### src/rtl/alu_arbiter_if.sv
// Bundle of the two requester channels plus the link to the shared ALU.
// The arbiter uses the slave modport; requesters and the ALU sit on the master side.
interface alu_arbiter_if #(
  parameter int DATA_WID = 32
);
  logic                req0;
  logic                req1;
  logic [1:0]          fun0;
  logic [1:0]          fun1;
  logic [DATA_WID-1:0] a0;
  logic [DATA_WID-1:0] a1;
  logic [DATA_WID-1:0] b0;
  logic [DATA_WID-1:0] b1;
  logic                setc0;
  logic                setc1;
  logic                ack0;
  logic                ack1;
  logic                done0;
  logic                done1;
  logic [DATA_WID-1:0] result;
  logic                busy;
  logic [1:0]          alu_fun;
  logic [DATA_WID-1:0] alu_a;
  logic [DATA_WID-1:0] alu_b;
  logic                alu_set_cond;
  logic [DATA_WID-1:0] alu_valE;

  modport slave (
    input  req0, req1, fun0, fun1, a0, a1, b0, b1, setc0, setc1, alu_valE,
    output ack0, ack1, done0, done1, result, busy,
           alu_fun, alu_a, alu_b, alu_set_cond
  );

  modport master (
    output req0, req1, fun0, fun1, a0, a1, b0, b1, setc0, setc1, alu_valE,
    input  ack0, ack1, done0, done1, result, busy,
           alu_fun, alu_a, alu_b, alu_set_cond
  );
endinterface

### src/rtl/alu_arbiter.sv
// Two-requester round-robin front end for a single shared ALU.
// Each operation runs IDLE(grant) -> ISSUE(drive ALU) -> RESP(done), one cycle each.
module alu_arbiter #(
  parameter int DATA_WID = 32
) (
  input logic         CLK,
  input logic         RST,
  alu_arbiter_if.slave bus
);

  typedef enum logic [1:0] {
    IDLE  = 2'd0,
    ISSUE = 2'd1,
    RESP  = 2'd2
  } state_t;

  state_t              state_q;
  state_t              state_d;
  logic                grant0;
  logic                grant1;
  logic                last_q;   // requester served most recently
  logic                owner_q;  // requester owning the operation in flight
  logic [1:0]          fun_q;
  logic [DATA_WID-1:0] a_q;
  logic [DATA_WID-1:0] b_q;
  logic                setc_q;
  logic [DATA_WID-1:0] result_q;

  // NOTE: every signal written here gets a default first, so no path leaves
  // a value unassigned and no latch is inferred.
  always_comb begin
    state_d = state_q;
    grant0  = 1'b0;
    grant1  = 1'b0;
    case (state_q)
      IDLE: begin
        // On a tie the requester that was not served last wins.
        if (bus.req0 && (!bus.req1 || last_q)) grant0 = 1'b1;
        else if (bus.req1)                     grant1 = 1'b1;
        if (grant0 || grant1) state_d = ISSUE;
      end
      ISSUE:   state_d = RESP;
      RESP:    state_d = IDLE;
      default: state_d = IDLE;
    endcase
  end

  // NOTE: sequential state uses non-blocking assignments so every register
  // samples the pre-edge values, independent of statement order.
  always_ff @(posedge CLK) begin
    if (RST) begin
      state_q  <= IDLE;
      last_q   <= 1'b1;
      owner_q  <= 1'b0;
      fun_q    <= '0;
      a_q      <= '0;
      b_q      <= '0;
      setc_q   <= 1'b0;
      result_q <= '0;
    end else begin
      state_q <= state_d;
      if (grant0 || grant1) begin
        last_q  <= grant1;
        owner_q <= grant1;
        fun_q   <= grant1 ? bus.fun1  : bus.fun0;
        a_q     <= grant1 ? bus.a1    : bus.a0;
        b_q     <= grant1 ? bus.b1    : bus.b0;
        setc_q  <= grant1 ? bus.setc1 : bus.setc0;
      end
      if (state_q == ISSUE) result_q <= bus.alu_valE;
    end
  end

  // Handshake pulses are masked by RST so a reset cycle never acknowledges or completes.
  assign bus.ack0  = grant0 && !RST;
  assign bus.ack1  = grant1 && !RST;
  assign bus.done0 = (state_q == RESP) && !owner_q && !RST;
  assign bus.done1 = (state_q == RESP) &&  owner_q && !RST;
  assign bus.busy  = (state_q != IDLE);
  assign bus.result = result_q;

  // ALU operands follow the latched copy, so they only move on a grant.
  assign bus.alu_fun      = fun_q;
  assign bus.alu_a        = a_q;
  assign bus.alu_b        = b_q;
  assign bus.alu_set_cond = (state_q == ISSUE) && setc_q;

endmodule

### src/flat_wrapper.sv
// flat-port wrapper written by rule: the top's interface ports become plain ports
module alu_arbiter_flat 
#(
  parameter int DATA_WID = 32
)
  (CLK, RST, bus_req0, bus_req1, bus_fun0, bus_fun1, bus_a0, bus_a1, bus_b0, bus_b1, bus_setc0, bus_setc1, bus_alu_valE, bus_ack0, bus_ack1, bus_done0, bus_done1, bus_result, bus_busy, bus_alu_fun, bus_alu_a, bus_alu_b, bus_alu_set_cond);
  alu_arbiter_if #(.DATA_WID(DATA_WID)) bus_i ();
  input logic CLK;
  input logic RST;
  input wire logic [$bits(bus_i.req0)-1:0] bus_req0;
  input wire logic [$bits(bus_i.req1)-1:0] bus_req1;
  input wire logic [$bits(bus_i.fun0)-1:0] bus_fun0;
  input wire logic [$bits(bus_i.fun1)-1:0] bus_fun1;
  input wire logic [$bits(bus_i.a0)-1:0] bus_a0;
  input wire logic [$bits(bus_i.a1)-1:0] bus_a1;
  input wire logic [$bits(bus_i.b0)-1:0] bus_b0;
  input wire logic [$bits(bus_i.b1)-1:0] bus_b1;
  input wire logic [$bits(bus_i.setc0)-1:0] bus_setc0;
  input wire logic [$bits(bus_i.setc1)-1:0] bus_setc1;
  input wire logic [$bits(bus_i.alu_valE)-1:0] bus_alu_valE;
  output wire logic [$bits(bus_i.ack0)-1:0] bus_ack0;
  output wire logic [$bits(bus_i.ack1)-1:0] bus_ack1;
  output wire logic [$bits(bus_i.done0)-1:0] bus_done0;
  output wire logic [$bits(bus_i.done1)-1:0] bus_done1;
  output wire logic [$bits(bus_i.result)-1:0] bus_result;
  output wire logic [$bits(bus_i.busy)-1:0] bus_busy;
  output wire logic [$bits(bus_i.alu_fun)-1:0] bus_alu_fun;
  output wire logic [$bits(bus_i.alu_a)-1:0] bus_alu_a;
  output wire logic [$bits(bus_i.alu_b)-1:0] bus_alu_b;
  output wire logic [$bits(bus_i.alu_set_cond)-1:0] bus_alu_set_cond;
  assign bus_i.req0 = bus_req0;
  assign bus_i.req1 = bus_req1;
  assign bus_i.fun0 = bus_fun0;
  assign bus_i.fun1 = bus_fun1;
  assign bus_i.a0 = bus_a0;
  assign bus_i.a1 = bus_a1;
  assign bus_i.b0 = bus_b0;
  assign bus_i.b1 = bus_b1;
  assign bus_i.setc0 = bus_setc0;
  assign bus_i.setc1 = bus_setc1;
  assign bus_i.alu_valE = bus_alu_valE;
  assign bus_ack0 = bus_i.ack0;
  assign bus_ack1 = bus_i.ack1;
  assign bus_done0 = bus_i.done0;
  assign bus_done1 = bus_i.done1;
  assign bus_result = bus_i.result;
  assign bus_busy = bus_i.busy;
  assign bus_alu_fun = bus_i.alu_fun;
  assign bus_alu_a = bus_i.alu_a;
  assign bus_alu_b = bus_i.alu_b;
  assign bus_alu_set_cond = bus_i.alu_set_cond;
  alu_arbiter #(.DATA_WID(DATA_WID)) u_core (.CLK(CLK), .RST(RST), .bus(bus_i));
endmodule
### config.mk
export PLATFORM = sky130hd
export DESIGN_NAME = alu_arbiter_flat
export DESIGN_NICKNAME = d
export VERILOG_FILES = /design/src/rtl/alu_arbiter_if.sv /design/src/rtl/alu_arbiter.sv /design/src/flat_wrapper.sv
export SDC_FILE = /design/constraint.sdc
export NUM_CORES = 1
export LEC_CHECK = 0
export CAP_MARGIN = 20
export CORE_ASPECT_RATIO = 0.8
export CORE_MARGIN = 1.5
export CORE_UTILIZATION = 37
export DETAILED_ROUTE_END_ITERATION = 8
export HOLD_SLACK_MARGIN = 0.03
export PLACE_DENSITY = 0.82
export SLEW_MARGIN = 15
export SYNTH_ARGS = -nofsm -noshare
export SYNTH_HDL_FRONTEND = slang
export SYNTH_SLANG_ARGS = --single-unit
### constraint.sdc
create_clock -name CLK -period 1.8 [get_ports CLK]
set_clock_uncertainty 0.1 [all_clocks]
set_input_delay 0.27 -clock CLK [delete_from_list [all_inputs] [get_ports CLK]]
set_output_delay 0.27 -clock CLK [all_outputs]
set_load 0.03 [all_outputs]
* After elaboration in Yosys (flattened, before gate mapping)
Index checks and enable logic that the tools add are counted.
Widths: inputs -> output; s select.
** Operators by class
- Equality and inequality tests :: 3
- Multiplexer cells :: 13
- Reduce and logical (&&, ||, !) cells :: 16
** Operator list (number)
- $mux 32 :: 2
- $logic_and 1x1->1 :: 8
- $mux 1 :: 8
- $mux 2 :: 2
- $pmux 2 s2 :: 1
- $logic_not 1->1 :: 3
- $logic_or 1x1->1 :: 3
- $eq 2x1->1 const B :: 1
- $eq 2x2->1 const B :: 1
- $logic_not 2->1 :: 1
- $ne 2x1->1 const B :: 1
- $reduce_bool 2->1 :: 1
** Storage, ports and cells
- Register bits :: 103
- Input bits :: 170
- Output and inout port bits :: 104
- Word-level logic and storage cells :: 40

* Longest topological paths before layout
Gate-level depths: netlist of the first run.
- Depth in word-level cells :: 8
- Gate-level depth with buffers :: 6
- Depth with buffers taken out :: 4

* Least setup slack after synthesis of the first run
No wires, ideal clock.
- Path kind :: input to output
- Start :: input port RST
- End :: output port bus_done0
- Data arrival time :: 1.656 ns
- Data required time :: 1.430 ns
- Path slack :: -0.226 ns
- Stages :: 3
- Buffers on the path :: 2
- Path through :: clkbuf_1 > clkbuf_1 > nor4b_1
** On the way
- Cells in the longest elaborated chain, start to end :: 2
** RTL lines
- from (decl) :: line flat_wrapper.sv:9 : input logic RST;
- $logic_not 1->1 :: line alu_arbiter.sv:77 : assign bus.done0 = (state_q == RESP) && !owner_q && !RST;
- $logic_and 1x1->1 :: line alu_arbiter.sv:77
- to (decl) :: line flat_wrapper.sv:23 : output wire logic [$bits(bus_i.done0)-1:0] bus_done0;
No other way between the ends.

* Worst setup path after layout of the first run
- Start :: register u_core.state_q[0]
- End :: output port bus_ack0
** On the way
- Cells in the longest elaborated chain, start to end :: 3
** RTL lines
- from (decl) :: line alu_arbiter.sv:17 : state_t state_q;
- from (signal assigned) :: line alu_arbiter.sv:61 : state_q <= state_d;
- $logic_not 2->1 :: line alu_arbiter.sv:35 : case (state_q)
- $mux 1 :: line alu_arbiter.sv:35
- $logic_and 1x1->1 :: line alu_arbiter.sv:75 : assign bus.ack0 = grant0 && !RST;
- to (decl) :: line flat_wrapper.sv:21 : output wire logic [$bits(bus_i.ack0)-1:0] bus_ack0;
No other way between the ends.

==> results.tsv, run 1 <==
stage	metric	value	unit
run_status	outcome	completed	
clock_tree	clk_lat worst skew	0.34	ns
global_route	initial antenna violation count	0	
sta	Pins Over Slew Limit	0	
sta	PnR worst setup slack	0.02193	ns
logic_synthesis	Avg Cell Area, Syn	8.020	um^2
logic_synthesis	post-synth top area cell	dfxtp_1	
sta	slew margin rel.	68.25	%
place	Detail Placement HPWL	11.54	mm
routing	WL per Instance	16.87	um
setup_path	r2r worst-path depth	6	
global_route	vias in the first global route	5165	
setup_path	Crit Path Max Fanout	6	
sta	Worst-Margin Slew	0.4763	ns
die	FP Rows	35	
hold_path	HP Class	reg2reg	
finish	antenna cells	0	
logic_synthesis	library cells used by synthesis	26	
sta	RSZ-0062 raised after global routing	true	
setup_path	startpoint types	flop	
logic_synthesis	Synth Flop Type	dfxtp_1	
logic_synthesis	Post-synth EDFFs	0	
finish	Fill cells	910	
global_route	grt ovf	0	
logic_synthesis	Synth top area share	47.01	%
routing	# DRC	0	
logic_synthesis	async set or reset register ratio after synthesis	0	%
logic_synthesis	net count after synthesis	717	
setup_path	Buf+Inv Stages, Crit Path	2	
setup_path	CP Class	reg2out	
place	dpl ws	-0.3069	ns
setup_path	worst setup path end	bus_ack0	
sta	Final Hold Fails	0	
routing	vias per cell	5.337	
finish	nets	973	
setup_path	Worst Path Arrival	1.41	ns
logic_synthesis	count leader, synth	a21oi_1	
finish	layout cells sized above 1	7.683	%
routing	drt initial violations	268	
global_route	first-pass GRT wire length	25.18	mm
routing	drt pass-1 iters	4	
clock_tree	worst-case clock buffer depth	2	
setup_path	Levels on crit path	5	
setup_path	Worst path max stage delay	0.33	ns
place	dpl cells	939	
setup_path	Worst Setup SP	u_core.state_q[0]$_SDFFE_PP0P_	
routing	Routed Antenna Nets	0	
die	I/O pins	274	
die	Initial Utilization	38.09	%
logic_synthesis	#FFs+latches synth	103	
setup_path	Largest delay share family, worst path	simple AND/OR/NAND/NOR gates	
finish	P&R area growth vs syn	75.36	%
clock_tree	hold_buf cts	0	
logic_synthesis	synth warn	0	
setup_path	critical path capture point type	primary output	
die	CORE AREA	11520	um^2
job	Maximum Capacitance Violations	0	
clock_tree	register clock-pin slew on the reported worst setup and hold paths	0.07	ns
logic_synthesis	Cell Area, Synth	4387	um^2
setup_path	FF-to-FF setup slack	0.12	ns
setup_path	worst flop-to-flop path endpoint	u_core.bus.alu_a[3]$_SDFFE_PP0P_	
global_route	Tot GR Track Use	24.83	%
clock_tree	CTS H-tree lvls	3	
finish	fin cells	955	
logic_synthesis	post-synthesis sequential area ratio	47.01	%
logic_synthesis	most common library cells after synthesis	a21oi_1, dfxtp_1, inv_1, nand2_1, o32ai_1	
place	IO Port Bufs	273	
die	die height	100.4	um
setup_path	CP required	1.43	ns
place	GPL Wtd Cong	0.8708	
sta	# setup viols final	0	
die	die area	12520	um^2
logic_synthesis	Mapped Cells	547	
power_and_ir_drop	Leak	2.889	nW
clock_tree	CTS sink cnt	103	
power_and_ir_drop	Total Power	6.453	mW
setup_path	Worst R2R Start	u_core.state_q[0]$_SDFFE_PP0P_	
routing	via count	5097	
sta	fmax	0.5624	GHz
setup_path	crit path max-delay cell type	dfxtp_2	
global_route	largest net degree at the start of global routing	43	
power_and_ir_drop	Peak VDD IR	0.5359	mV
sta	period utilisation layout	98.78	%
routing	DRT Wirelength	16.12	mm
setup_path	CP cell instances	nor2_4 -> buf_6 -> and3_4 -> nor2b_4 -> buf_12	
die	Die X	124.7	um
finish	post-layout util	66.79	%
clock_tree	Num CTS Buffers	9	
logic_synthesis	ranking of synthesized cells by area	dfxtp_1, a21oi_1, o32ai_1, inv_1, nand2_1	
power_and_ir_drop	PwrDens	838.9	nW/um^2
sta	Tmin final	1.778	ns
clock_tree	clock root buffer	clkbuf_16	
clock_tree	CTS tree	built	
-- stage by stage --
stage	area, um^2	hold slack, ns	setup TNS [ns]
2_1_floorplan	4395	0.3060	0
3_3_place_gp	7350	0.3396	-12.57
3_5_place_dp	7350	0.3444	-16.16
4_1_cts	7661	0.3542	-0.001292
5_1_grt	7692	0.3747	-0.06175
6_report	7692	0.3539	0
-- area by class of cell --
type	instances	area (um^2)	share of cell area (%)
repair buffers	301	3045	39.59
clock buffers	12	236.5	3.074
well taps	148	185.2	2.407
inverters	67	251.5	3.269
clock inverters	3	45.04	0.5856
multi-input cells	321	1864	24.24
flip-flops and latches	103	2064	26.84
-- kinds of logic after synthesis --
kind of cell	after synthesis	synth area share (%)
buffers and inverters	123	11.47
flip-flops	103	47.01
AND/OR/NAND/NOR	88	9.099
AO/OA/AOI/OAI	233	32.43
-- state kept, by name (all words and copies together), names as in the netlist --
| name | flops |
|---|---|
| u_core.state_q | 2 |
| u_core.last_q | 1 |
| u_core.owner_q | 1 |
| u_core.bus.alu_fun | 2 |
| u_core.bus.alu_a | 32 |
| u_core.setc_q | 1 |
| u_core.bus.result | 32 |
| u_core.bus.alu_b | 32 |
-- worst register-to-register path, cell delays in order, from the launching register on --
cell     delay (ns)
dfxtp_2        0.33
buf_4          0.16
nor3b_4        0.18
buf_4          0.15
buf_4          0.25
a21oi_1        0.12
o32ai_1        0.29
-- routing by layer --
layer | GRT usage (%) | wire (um)
met2 | 44.13 | 8117
met3 | 6.983 | 1269
met5 | 0 | 0
met4 | 10.79 | 463
met1 | 28.13 | 6264
-- timing repair --
action | CTS | global route
pin swaps | 0 | 2
buffers inserted | 1 | 0
gates resized for setup | 9 | 12
setup endpoints to repair | 4 | 18
-- report_power, final --
part           leakage, nW  internal (mW)  switching [mW]
Sequential           0.847           2.48           0.107
Clock                0.129           1.07           0.843
Combinational         1.91          0.941            1.01
Total                 2.89           4.49            1.96
-- placed cells by master, fill, tap and decap left out, types with 2 or more instances in the layout --
cell             netlist  routed
dfxtp_1              103     101
buf_4                  0      21
nor2_1                 6       5
a2111oi_0              2       2
clkbuf_1              45       3
nand2_1               66      65
dlymetal6s2s_1         0       7
buf_6                  5       5
inv_1                 66      66
clkdlybuf4s50_1        0     257
dfxtp_2                0       2
dlygate4sd2_1          0       3
o32ai_1               65      65
buf_12                 0       7
a21oi_1              164     164
clkbuf_16              0       9
clkinvlp_4             0       2
and4b_1                2       2
nor4_1                 2       2
-- worst min-delay path by stage --
stage	from	to	slack, ns	cells after the start
global placement	u_core.bus.alu_a[8]$_SDFFE_PP0P_	u_core.bus.alu_a[8]$_SDFFE_PP0P_	0.34	2
global route	bus_alu_valE[11]	u_core.bus.result[11]$_SDFFE_PP0N_	0.37	3
finish	u_core.bus.result[17]$_SDFFE_PP0N_	u_core.bus.result[17]$_SDFFE_PP0N_	0.35	2
floorplan	bus_alu_valE[31]	u_core.bus.result[31]$_SDFFE_PP0N_	0.31	2
CTS	u_core.bus.alu_b[2]$_SDFFE_PP0P_	u_core.bus.alu_b[2]$_SDFFE_PP0P_	0.35	2
detailed placement	u_core.bus.alu_b[2]$_SDFFE_PP0P_	u_core.bus.alu_b[2]$_SDFFE_PP0P_	0.34	2
Power figures use the tool's default switching activity.
==> run 2: changes to the inputs <==
--- a/config.mk
+++ b/config.mk
@@ -12,6 +12,7 @@
 export DETAILED_ROUTE_END_ITERATION = 8
 export HOLD_SLACK_MARGIN = 0.03
 export PLACE_DENSITY = 0.82
+export REMOVE_ABC_BUFFERS = 1
 export SLEW_MARGIN = 15
 export SYNTH_ARGS = -nofsm -noshare
 export SYNTH_HDL_FRONTEND = slang
==> run 2 against run 1 <==
Die area is the same. Global-route usage is 0.68 points lower. Largest power group unchanged. Critical path depth is the same. Critical endpoint is now bus_ack1.
==> results.tsv, run 2 (synthesis results as in run 1) <==
stage	metric	value	unit
sta	period utilisation layout	99.42	%
setup_path	CP required	1.43	ns
routing	drt pass-1 iters	5	
global_route	met2 usage	41.21	%
power_and_ir_drop	Combinational Power Share	29.2	%
sta	Tmin final	1.790	ns
die	Initial Utilization	38.09	%
job	Maximum Capacitance Violations	0	
die	die height	100.4	um
clock_tree	CTS tree	built	
sta	Hold WS	0.3046	ns
place	DP Area	7353	um^2
routing	WL per Instance	16.93	um
finish	commonest non-fill, non-tap cell in the layout	clkdlybuf4s50_1	
setup_path	Buf+Inv Stages, Crit Path	2	
clock_tree	Num CTS Buffers	9	
global_route	largest net degree at the start of global routing	61	
setup_path	CP Class	reg2out	
global_route	grt ovf	0	
setup_path	Largest delay share family, worst path	simple AND/OR/NAND/NOR gates	
place	GPL Wtd Cong	0.8371	
global_route	vias in the first global route	4961	
global_route	GRT busiest layer	met2	
setup_path	Worst Path Arrival	1.42	ns
clock_tree	hold_buf cts	0	
clock_tree	clk_lat worst skew	0.33	ns
sta	Pins Over Slew Limit	0	
setup_path	crit path max-delay cell type	dfxtp_4	
clock_tree	clock root buffer	clkbuf_16	
routing	via count	5147	
setup_path	CP cell instances	nor3b_4 -> buf_12 -> nand2_4 -> nor2_4 -> buf_6	
sta	setup TNS	0	ns
clock_tree	worst-case clock buffer depth	2	
setup_path	Crit Path Max Fanout	5	
routing	DRT Wirelength	16.36	mm
global_route	Tot GR Track Use	24.15	%
place	Detail Placement HPWL	11.50	mm
clock_tree	CTS sink cnt	103	
finish	nets	982	
routing	# DRC	0	
finish	Fill cells	890	
sta	slew margin rel.	56.20	%
power_and_ir_drop	Psw	1.993	mW
power_and_ir_drop	Peak VDD IR	0.6307	mV
power_and_ir_drop	P_int	4.848	mW
die	I/O pins	274	
global_route	initial antenna violation count	1	
clock_tree	CTS H-tree lvls	3	
finish	layout cells sized above 1	9.302	%
die	Die X	124.7	um
die	CORE AREA	11520	um^2
power_and_ir_drop	sequential share of power	37.8	%
finish	most frequent cells in the layout	clkdlybuf4s50_1, a21oi_1, dfxtp_1	
sta	Final Hold Fails	0	
setup_path	Worst path max stage delay	0.37	ns
sta	RSZ-0062 raised after global routing	true	
hold_path	HP Class	in2reg	
global_route	met3 Usage GRT	6.823	%
finish	P&R area growth vs syn	79.18	%
power_and_ir_drop	Clock Power Share	33.0	%
die	FP Rows	35	
global_route	first-pass GRT wire length	24.67	mm
die	die area	12520	um^2
setup_path	critical path capture point type	primary output	
clock_tree	register clock-pin slew on the reported worst setup and hold paths	0.07	ns
setup_path	startpoint types	flop	
run_status	outcome	completed	
routing	Routed Antenna Nets	0	
power_and_ir_drop	Net Sw Frac	29.14	%
routing	drt initial violations	361	
global_route	GR met1 Demand/Resource	28.47	%
sta	fmax	0.5588	GHz
finish	final instance area	7860	um^2
power_and_ir_drop	Leak	2.885	nW
sta	Worst-Margin Slew	0.6569	ns
sta	# setup viols final	0	
place	IO Port Bufs	273	
routing	vias per cell	5.328	
power_and_ir_drop	PwrDens	870.4	nW/um^2
## run 2: cell types whose count changed in the layout (fill, tap and decap cells not counted), moves of 2 or more
| cell | before | now |
|---|---|---|
| buf_4 | 21 | 30 |
| dlymetal6s2s_1 | 7 | 1 |
| clkbuf_1 | 3 | 1 |
| bufinv_16 | 1 | 3 |
| clkdlybuf4s50_1 | 257 | 264 |
| buf_6 | 5 | 3 |
## run 2: layout make-up
cell class | instances | area (um^2) | share of cell area [%]
clock inverters | 5 | 105.1 | 1.337
inverters | 67 | 251.5 | 3.200
multi-input cells | 321 | 1884 | 23.97
well taps | 148 | 185.2 | 2.356
flip-flops and latches | 103 | 2067 | 26.30
clock buffers | 11 | 242.7 | 3.088
diodes | 1 | 2.502 | 0.03184
repair buffers | 310 | 3122 | 39.72
## run 2: per-stage QoR
step / util [%] / setup slack [ns] / power, mW / cells
after global placement: 63.85 / -0.4501 / 4.511 / 939
final: 68.25 / 0.01040 / 6.842 / 966
after floorplan: - / -1.475 / 3.495 / 491
after CTS: 67.12 / -0.1136 / 6.834 / 956
after detailed placement: 63.85 / -0.3428 / 4.561 / 939
after global routing: 68.25 / -0.04676 / 7.115 / 966
## run 2: tightest hold or removal path, delay by kind of cell
family          cells  cell delay, ns
compound gates      2            0.23
buf+inv             1            0.19
## run 2: metal layers
metal / vias up / routed length [um]
li1: 2452 / -
met1: 2402 / 6451
met2: 245 / 8070
met3: 48 / 1240
met4: 0 / 595
met5: - / 0
## run 2: path summary, 6_finish.rpt
path,startpoint,to,slack [ns],depth (start not counted)
worst max-delay path,u_core.state_q[1]$_SDFFE_PP0P_,bus_ack1,0.01,5
worst min register to register,u_core.bus.result[28]$_SDFFE_PP0N_,u_core.bus.result[28]$_SDFFE_PP0N_,0.35,2
worst max register to register,u_core.state_q[1]$_SDFFE_PP0P_,u_core.bus.alu_b[0]$_SDFFE_PP0P_,0.05,5
worst min-delay path,bus_req0,u_core.setc_q$_SDFFE_PP0P_,0.30,3
## run 2: power groups by stage
stage | sequential, mW | clock, mW | combinational, mW
3_5_place_dp | 2.63 | 0 | 1.93
6_report | 2.58 | 2.26 | 2.00
4_1_cts | 2.58 | 2.31 | 1.95
5_1_grt | 2.61 | 2.40 | 2.11
2_1_floorplan | 2.99 | 0 | 0.509
3_3_place_gp | 2.62 | 0 | 1.89
## run 2: repair_timing
action                                  4_1_cts  5_1_grt
gates cloned                                  0        1
pin swaps                                     0        2
resized for setup                             8       10
endpoints found under the setup margin        4        5
buffers inserted                              1        8
